[config.mk]
export PLATFORM = sky130hd
export DESIGN_NAME = dmem_arbiter
export DESIGN_NICKNAME = d
export VERILOG_FILES = /design/src/rtl/dmem_arbiter.sv
export SDC_FILE = /design/constraint.sdc
export NUM_CORES = 1
export LEC_CHECK = 0
export CAP_MARGIN = 10
export CORE_UTILIZATION = 41
export CTS_BUF_LIST = sky130_fd_sc_hd__clkbuf_4
export DETAILED_ROUTE_END_ITERATION = 16
export PLACE_DENSITY = 0.83
export RECOVER_POWER = 25
export SKIP_LAST_GASP = 1
export SYNTH_ARGS = -nofsm -noshare
export SYNTH_HDL_FRONTEND = slang
export SYNTH_SLANG_ARGS = --single-unit
[constraint.sdc]
create_clock -name clk -period 1.7 [get_ports clk]
set_input_delay 0.34 -clock clk [delete_from_list [all_inputs] [get_ports clk]]
set_output_delay 0.34 -clock clk [all_outputs]
set_load 0.005 [all_outputs]
[src/rtl/dmem_arbiter.sv]
// Round-robin two-port arbiter for the shared data memory.
// Each access takes IDLE -> ISSUE -> RESP; the owner is acked in RESP.
module dmem_arbiter #(
  parameter int ADDR_W = 12
) (
  input  logic              clk,
  input  logic              reset,
  input  logic              a_req,
  input  logic              a_we,
  input  logic [31:0]       a_addr,
  input  logic [31:0]       a_wdata,
  output logic              a_ack,
  output logic [31:0]       a_rdata,
  input  logic              b_req,
  input  logic              b_we,
  input  logic [31:0]       b_addr,
  input  logic [31:0]       b_wdata,
  output logic              b_ack,
  output logic [31:0]       b_rdata,
  output logic              mem_en,
  output logic              mem_we,
  output logic [ADDR_W-1:0] mem_addr,
  output logic [31:0]       mem_wdata,
  input  logic [31:0]       mem_rdata,
  output logic              busy
);

  typedef enum logic [1:0] {
    IDLE,
    ISSUE,
    RESP
  } state_t;

  state_t state, state_n;

  logic              last_b;
  logic              owner_b;
  logic              we_r;
  logic [ADDR_W-1:0] addr_r;
  logic [31:0]       wdata_r;
  logic [31:0]       a_rq;
  logic [31:0]       b_rq;
  logic              grant;
  logic              grant_b;

  // Upper address bits and byte offset are deliberately ignored.
  logic unused_addr;
  assign unused_addr = ^{a_addr[31:ADDR_W+2], a_addr[1:0],
                         b_addr[31:ADDR_W+2], b_addr[1:0]};

  assign grant   = (state == IDLE) && (a_req || b_req);
  assign grant_b = b_req && (!a_req || !last_b);

  always_ff @(posedge clk) begin
    if (reset) state <= IDLE;
    else       state <= state_n;
  end

  always_comb begin
    state_n   = state;
    mem_en    = 1'b0;
    mem_we    = 1'b0;
    mem_addr  = '0;
    mem_wdata = '0;
    a_ack     = 1'b0;
    b_ack     = 1'b0;
    busy      = (state != IDLE);
    unique case (state)
      IDLE: begin
        if (a_req || b_req) state_n = ISSUE;
      end
      ISSUE: begin
        state_n   = RESP;
        mem_en    = 1'b1;
        mem_we    = we_r;
        mem_addr  = addr_r;
        mem_wdata = wdata_r;
      end
      RESP: begin
        state_n = IDLE;
        a_ack   = !owner_b;
        b_ack   = owner_b;
      end
      default: state_n = IDLE;
    endcase
  end

  // Read data bypasses straight through in the ack cycle, then is held.
  assign a_rdata = (a_ack && !we_r) ? mem_rdata : a_rq;
  assign b_rdata = (b_ack && !we_r) ? mem_rdata : b_rq;

  always_ff @(posedge clk) begin
    if (reset) begin
      last_b  <= 1'b1;
      owner_b <= 1'b0;
      we_r    <= 1'b0;
      addr_r  <= '0;
      wdata_r <= '0;
      a_rq    <= '0;
      b_rq    <= '0;
    end else begin
      if (grant) begin
        owner_b <= grant_b;
        last_b  <= grant_b;
        we_r    <= grant_b ? b_we : a_we;
        addr_r  <= grant_b ? b_addr[ADDR_W+1:2] : a_addr[ADDR_W+1:2];
        wdata_r <= grant_b ? b_wdata : a_wdata;
      end
      if (a_ack && !we_r) a_rq <= mem_rdata;
      if (b_ack && !we_r) b_rq <= mem_rdata;
    end
  end

endmodule

==> summary.json <==
{
  "cellPowerDensity": {"value": 755.0, "unit": "mW/mm^2"},
  "final_layout_size_suffix_gt1_share": {"value": 41.63, "unit": "%"},
  "clkLatencyLatePin": {"value": 0.51, "unit": "ns"},
  "layout_setup_ws": {"value": -0.9580, "unit": "ns"},
  "drt_iter0_drc": {"value": 233},
  "yosys.cell_types.count": {"value": 29},
  "num_rows": {"value": 41},
  "grt_use_total": {"value": 26.50, "unit": "%"},
  "final-max-slew-violation-count": {"value": 0},
  "reg2reg_depth": {"value": 10},
  "leading_cell_types_in_the_layout_fill_and_taps_excluded": {"value": "145 x sky130_fd_sc_hd__clkdlybuf4s50_1, 118 x sky130_fd_sc_hd__buf_6, 109 x sky130_fd_sc_hd__dfxtp_1, 92 x sky130_fd_sc_hd__nand2_1, 63 x sky130_fd_sc_hd__mux2_4"},
  "holdCritPathClass": {"value": "primary input to flip-flop"},
  "maxSlewHeadroom": {"value": 73.02, "unit": "%"},
  "cts_made_buffers": {"value": 17},
  "gr-usage-met1": {"value": 28.45, "unit": "%"},
  "first_pass_iters": {"value": 6},
  "grt_max_degree": {"value": 48},
  "route.vias.total": {"value": 5311},
  "muxShareOfSynthArea": {"value": 17.06, "unit": "%"},
  "grt_pass1_vias": {"value": 5234},
  "critPathKind": {"value": "flip-flop to primary output"},
  "post_synth_xor_area_fraction": {"value": 0, "unit": "%"},
  "setup_total_negative_slack": {"value": -77.88, "unit": "ns"},
  "gr-total-overflow": {"value": 0},
  "hold_path.startpoint": {"value": "reset"},
  "cts_tree": {"value": "yes"},
  "critPathSlowestCell": {"value": "sky130_fd_sc_hd__clkdlybuf4s50_1"},
  "dominantRegCellSynth": {"value": "sky130_fd_sc_hd__dfxtp_1"},
  "timing.hold.worst_path_depth": {"value": 2},
  "layout_worst_path_cycle_share": {"value": 156.4, "unit": "%"},
  "post_synth_inst_count": {"value": 533},
  "postLayoutCellArea": {"value": 0.009726, "unit": "sq mm"},
  "h-tree-depth": {"value": 4},
  "synth-seq-cells": {"value": 113},
  "maxClockFrequency": {"value": 376.2, "unit": "MHz"},
  "cp_data_arrival_time": {"value": 2.32, "unit": "ns"},
  "period_needed": {"value": 2.658, "unit": "ns"},
  "syn_to_final_growth": {"value": 82.68, "unit": "%"},
  "max-clock-path-buffers": {"value": 2},
  "rr_endpoint": {"value": "a_rq[6]"},
  "mappedNetlistNets": {"value": 699},
  "cts_root_buf": {"value": "sky130_fd_sc_hd__clkbuf_4"},
  "max-vdd-ir-drop": {"value": 0.0004032, "unit": "V"},
  "max_cap_violations": {"value": 0},
  "post_synth_instance_area": {"value": 0.005324, "unit": "sq mm"},
  "timing.critical_path.cells": {"value": "nor4bb_4, buf_6, buf_8, mux2_4, clkdlybuf4s50_1"},
  "replace_congestion": {"value": 0.8080},
  "initial_antenna_violation_count": {"value": 0},
  "dieArea": {"value": 0.01344, "unit": "sq mm"},
  "cp.required": {"value": 1.36, "unit": "ns"},
  "numClockSinks": {"value": 113},
  "critical_path.max_fanout": {"value": 13},
  "outcome": {"value": "finished, violations left"},
  "postRouteAntennaNets": {"value": 0},
  "setup-violations-final": {"value": 133},
  "async_flop_share": {"value": 0, "unit": "%"},
  "clk_transition_reported_paths": {"value": 0.09, "unit": "ns"},
  "ys_seq_area_share": {"value": 42.49, "unit": "%"},
  "initial_utilization": {"value": 42.19, "unit": "%"},
  "critPathMaxStageDelay": {"value": 0.46, "unit": "ns"},
  "yosys.area_share.simple": {"value": 22.75, "unit": "%"},
  "leading_cell_type_in_the_layout_fill_and_taps_excluded": {"value": "sky130_fd_sc_hd__clkdlybuf4s50_1"},
  "cp-end-kind": {"value": "primary output"},
  "met2_usage": {"value": 48.37, "unit": "%"},
  "placedInstanceArea": {"value": 0.008024, "unit": "sq mm"},
  "yosys.area_share.adder": {"value": 0, "unit": "%"},
  "rsz0062_at_grt": {"value": "true"},
  "port_buffers": {"value": 238},
  "total_wire_length": {"value": 19490, "unit": "microns"},
  "setup.worst_path.start_class": {"value": "flip-flop"},
  "r2r_slack": {"value": -0.33, "unit": "ns"},
  "ioPinCount": {"value": 279},
  "finish.net_count": {"value": 1025},
  "timing.rr.start": {"value": "state[0]"},
  "hpwl": {"value": 11410, "unit": "microns"},
  "hold_viol": {"value": 0},
  "synth.yosys.warnings": {"value": 0},
  "die_h": {"value": 116.0, "unit": "microns"},
  "leakagePower": {"value": 4.474, "unit": "nW"},
  "use_met3": {"value": 6.956, "unit": "%"},
  "core_area": {"value": 0.01262, "unit": "sq mm"},
  "worstMarginPinSlew": {"value": 0.4046, "unit": "ns"},
  "holdPathEnd": {"value": "owner_b"},
  "combinational_family_with_the_most_area_after_synthesis": {"value": "simple AND/OR/NAND/NOR gates"},
  "routed_length_per_instance": {"value": 18.65, "unit": "microns"},
  "clock-skew-final": {"value": 0.01917, "unit": "ns"},
  "grt_first_pass_wirelength": {"value": 26900, "unit": "microns"},
  "synth_compound_gate_area_share": {"value": 12.41, "unit": "%"},
  "violations_in_the_final_reports": {"value": "negative setup slack"},
  "fp.dieW": {"value": 116.0, "unit": "microns"},
  "synthesis.area_per_instance": {"value": 9.988, "unit": "sq um"},
  "globalRoute.busiestLayer": {"value": "met2"},
  "synth_edf_count": {"value": 0},
  "drc_viols": {"value": 0},
  "vias_per_cell": {"value": 5.082}
}
==> per-layer routing <==
layer | up-vias | part of all wire (%) | wire (microns)
li1 | 2501 | - | -
met1 | 2498 | 39 | 7568
met2 | 249 | 51 | 9897
met3 | 63 | 6.4 | 1256
met4 | 0 | 3.9 | 768
met5 | - | 0 | 0
==> where the power goes <==
group | total (mW) | switching (mW) | internal (mW)
Combinational | 1.92 | 0.722 | 1.19
Clock | 2.52 | 1.04 | 1.48
Sequential | 2.91 | 0.0962 | 2.81
==> metrics by stage <==
step	util [%]	total power, mW	hold slack (ns)	instances	worst slack (ns)
after floorplan	-	3.541	0.4880	533	0.07127
after global placement	63.58	4.282	0.4998	929	-0.4456
after detailed placement	63.58	4.322	0.5064	929	-0.5145
after CTS	73.47	7.153	0.2369	1022	-1.054
after global routing	77.05	7.637	0.2634	1044	-1.060
final	77.07	7.343	0.3093	1045	-0.9580
==> cell usage after synthesis (all sizes together) (3+ instances only) <==
library cell / count / share of area, %
nor2b: 7 / 0.82
clkbuf: 19 / 1.3
buf: 28 / 3.9
nor2: 3 / 0.26
and2: 45 / 5.3
mux2: 64 / 17
a311oi: 45 / 7.4
a21oi: 46 / 4.3
dfxtp: 113 / 42
nand2: 92 / 6.5
and2b: 60 / 8.7
==> cells by family after synthesis <==
family | after synthesis
simple gates | 213
flops | 113
compound gates | 95
mux | 64
buf+inv | 48
==> state kept, by name, summed over array words and instances, names as in the netlist <==
| register | count |
|---|---|
| a_rq | 32 |
| addr_r | 12 |
| b_rq | 32 |
| last_b | 1 |
| owner_b | 1 |
| state | 2 |
| wdata_r | 32 |
| we_r | 1 |
==> timing repair <==
action	in CTS	in global routing
gates resized for setup	496	71
hold buffers	0	0
pin swaps	27	13
gates cloned	7	4
setup buffers	54	24
setup endpoints to repair	113	190
==> worst max path at each step <==
| stage | start | end | slack (ns) |
|---|---|---|---|
| floorplan | we_r | a_rdata[10] | 0.07 |
| finish | state[0] | b_rdata[10] | -0.96 |
| global placement | we_r | b_rdata[0] | -0.45 |
| global route | state[0] | b_rdata[6] | -1.06 |
| CTS | we_r | b_rdata[31] | -1.05 |
| detailed placement | state[1] | b_rdata[31] | -0.51 |
==> critical path: cells and delay by family, from the launching register on <==
family	cells	cell delay, ns
flops	1	0.38
simple gates	1	0.28
buf+inv	3	0.84
mux	1	0.33
==> cell type report <==
cell class,count,area [sq um]
inverter,1,3.754
fill,815,2894
sequential,113,2272
timing repair buffer,354,3886
multi-input combinational,372,2988
antenna,1,2.502
clock buffer,19,142.6
clock inverter,13,215.2
tap,172,215.2
Power figures use the tool's default switching activity.
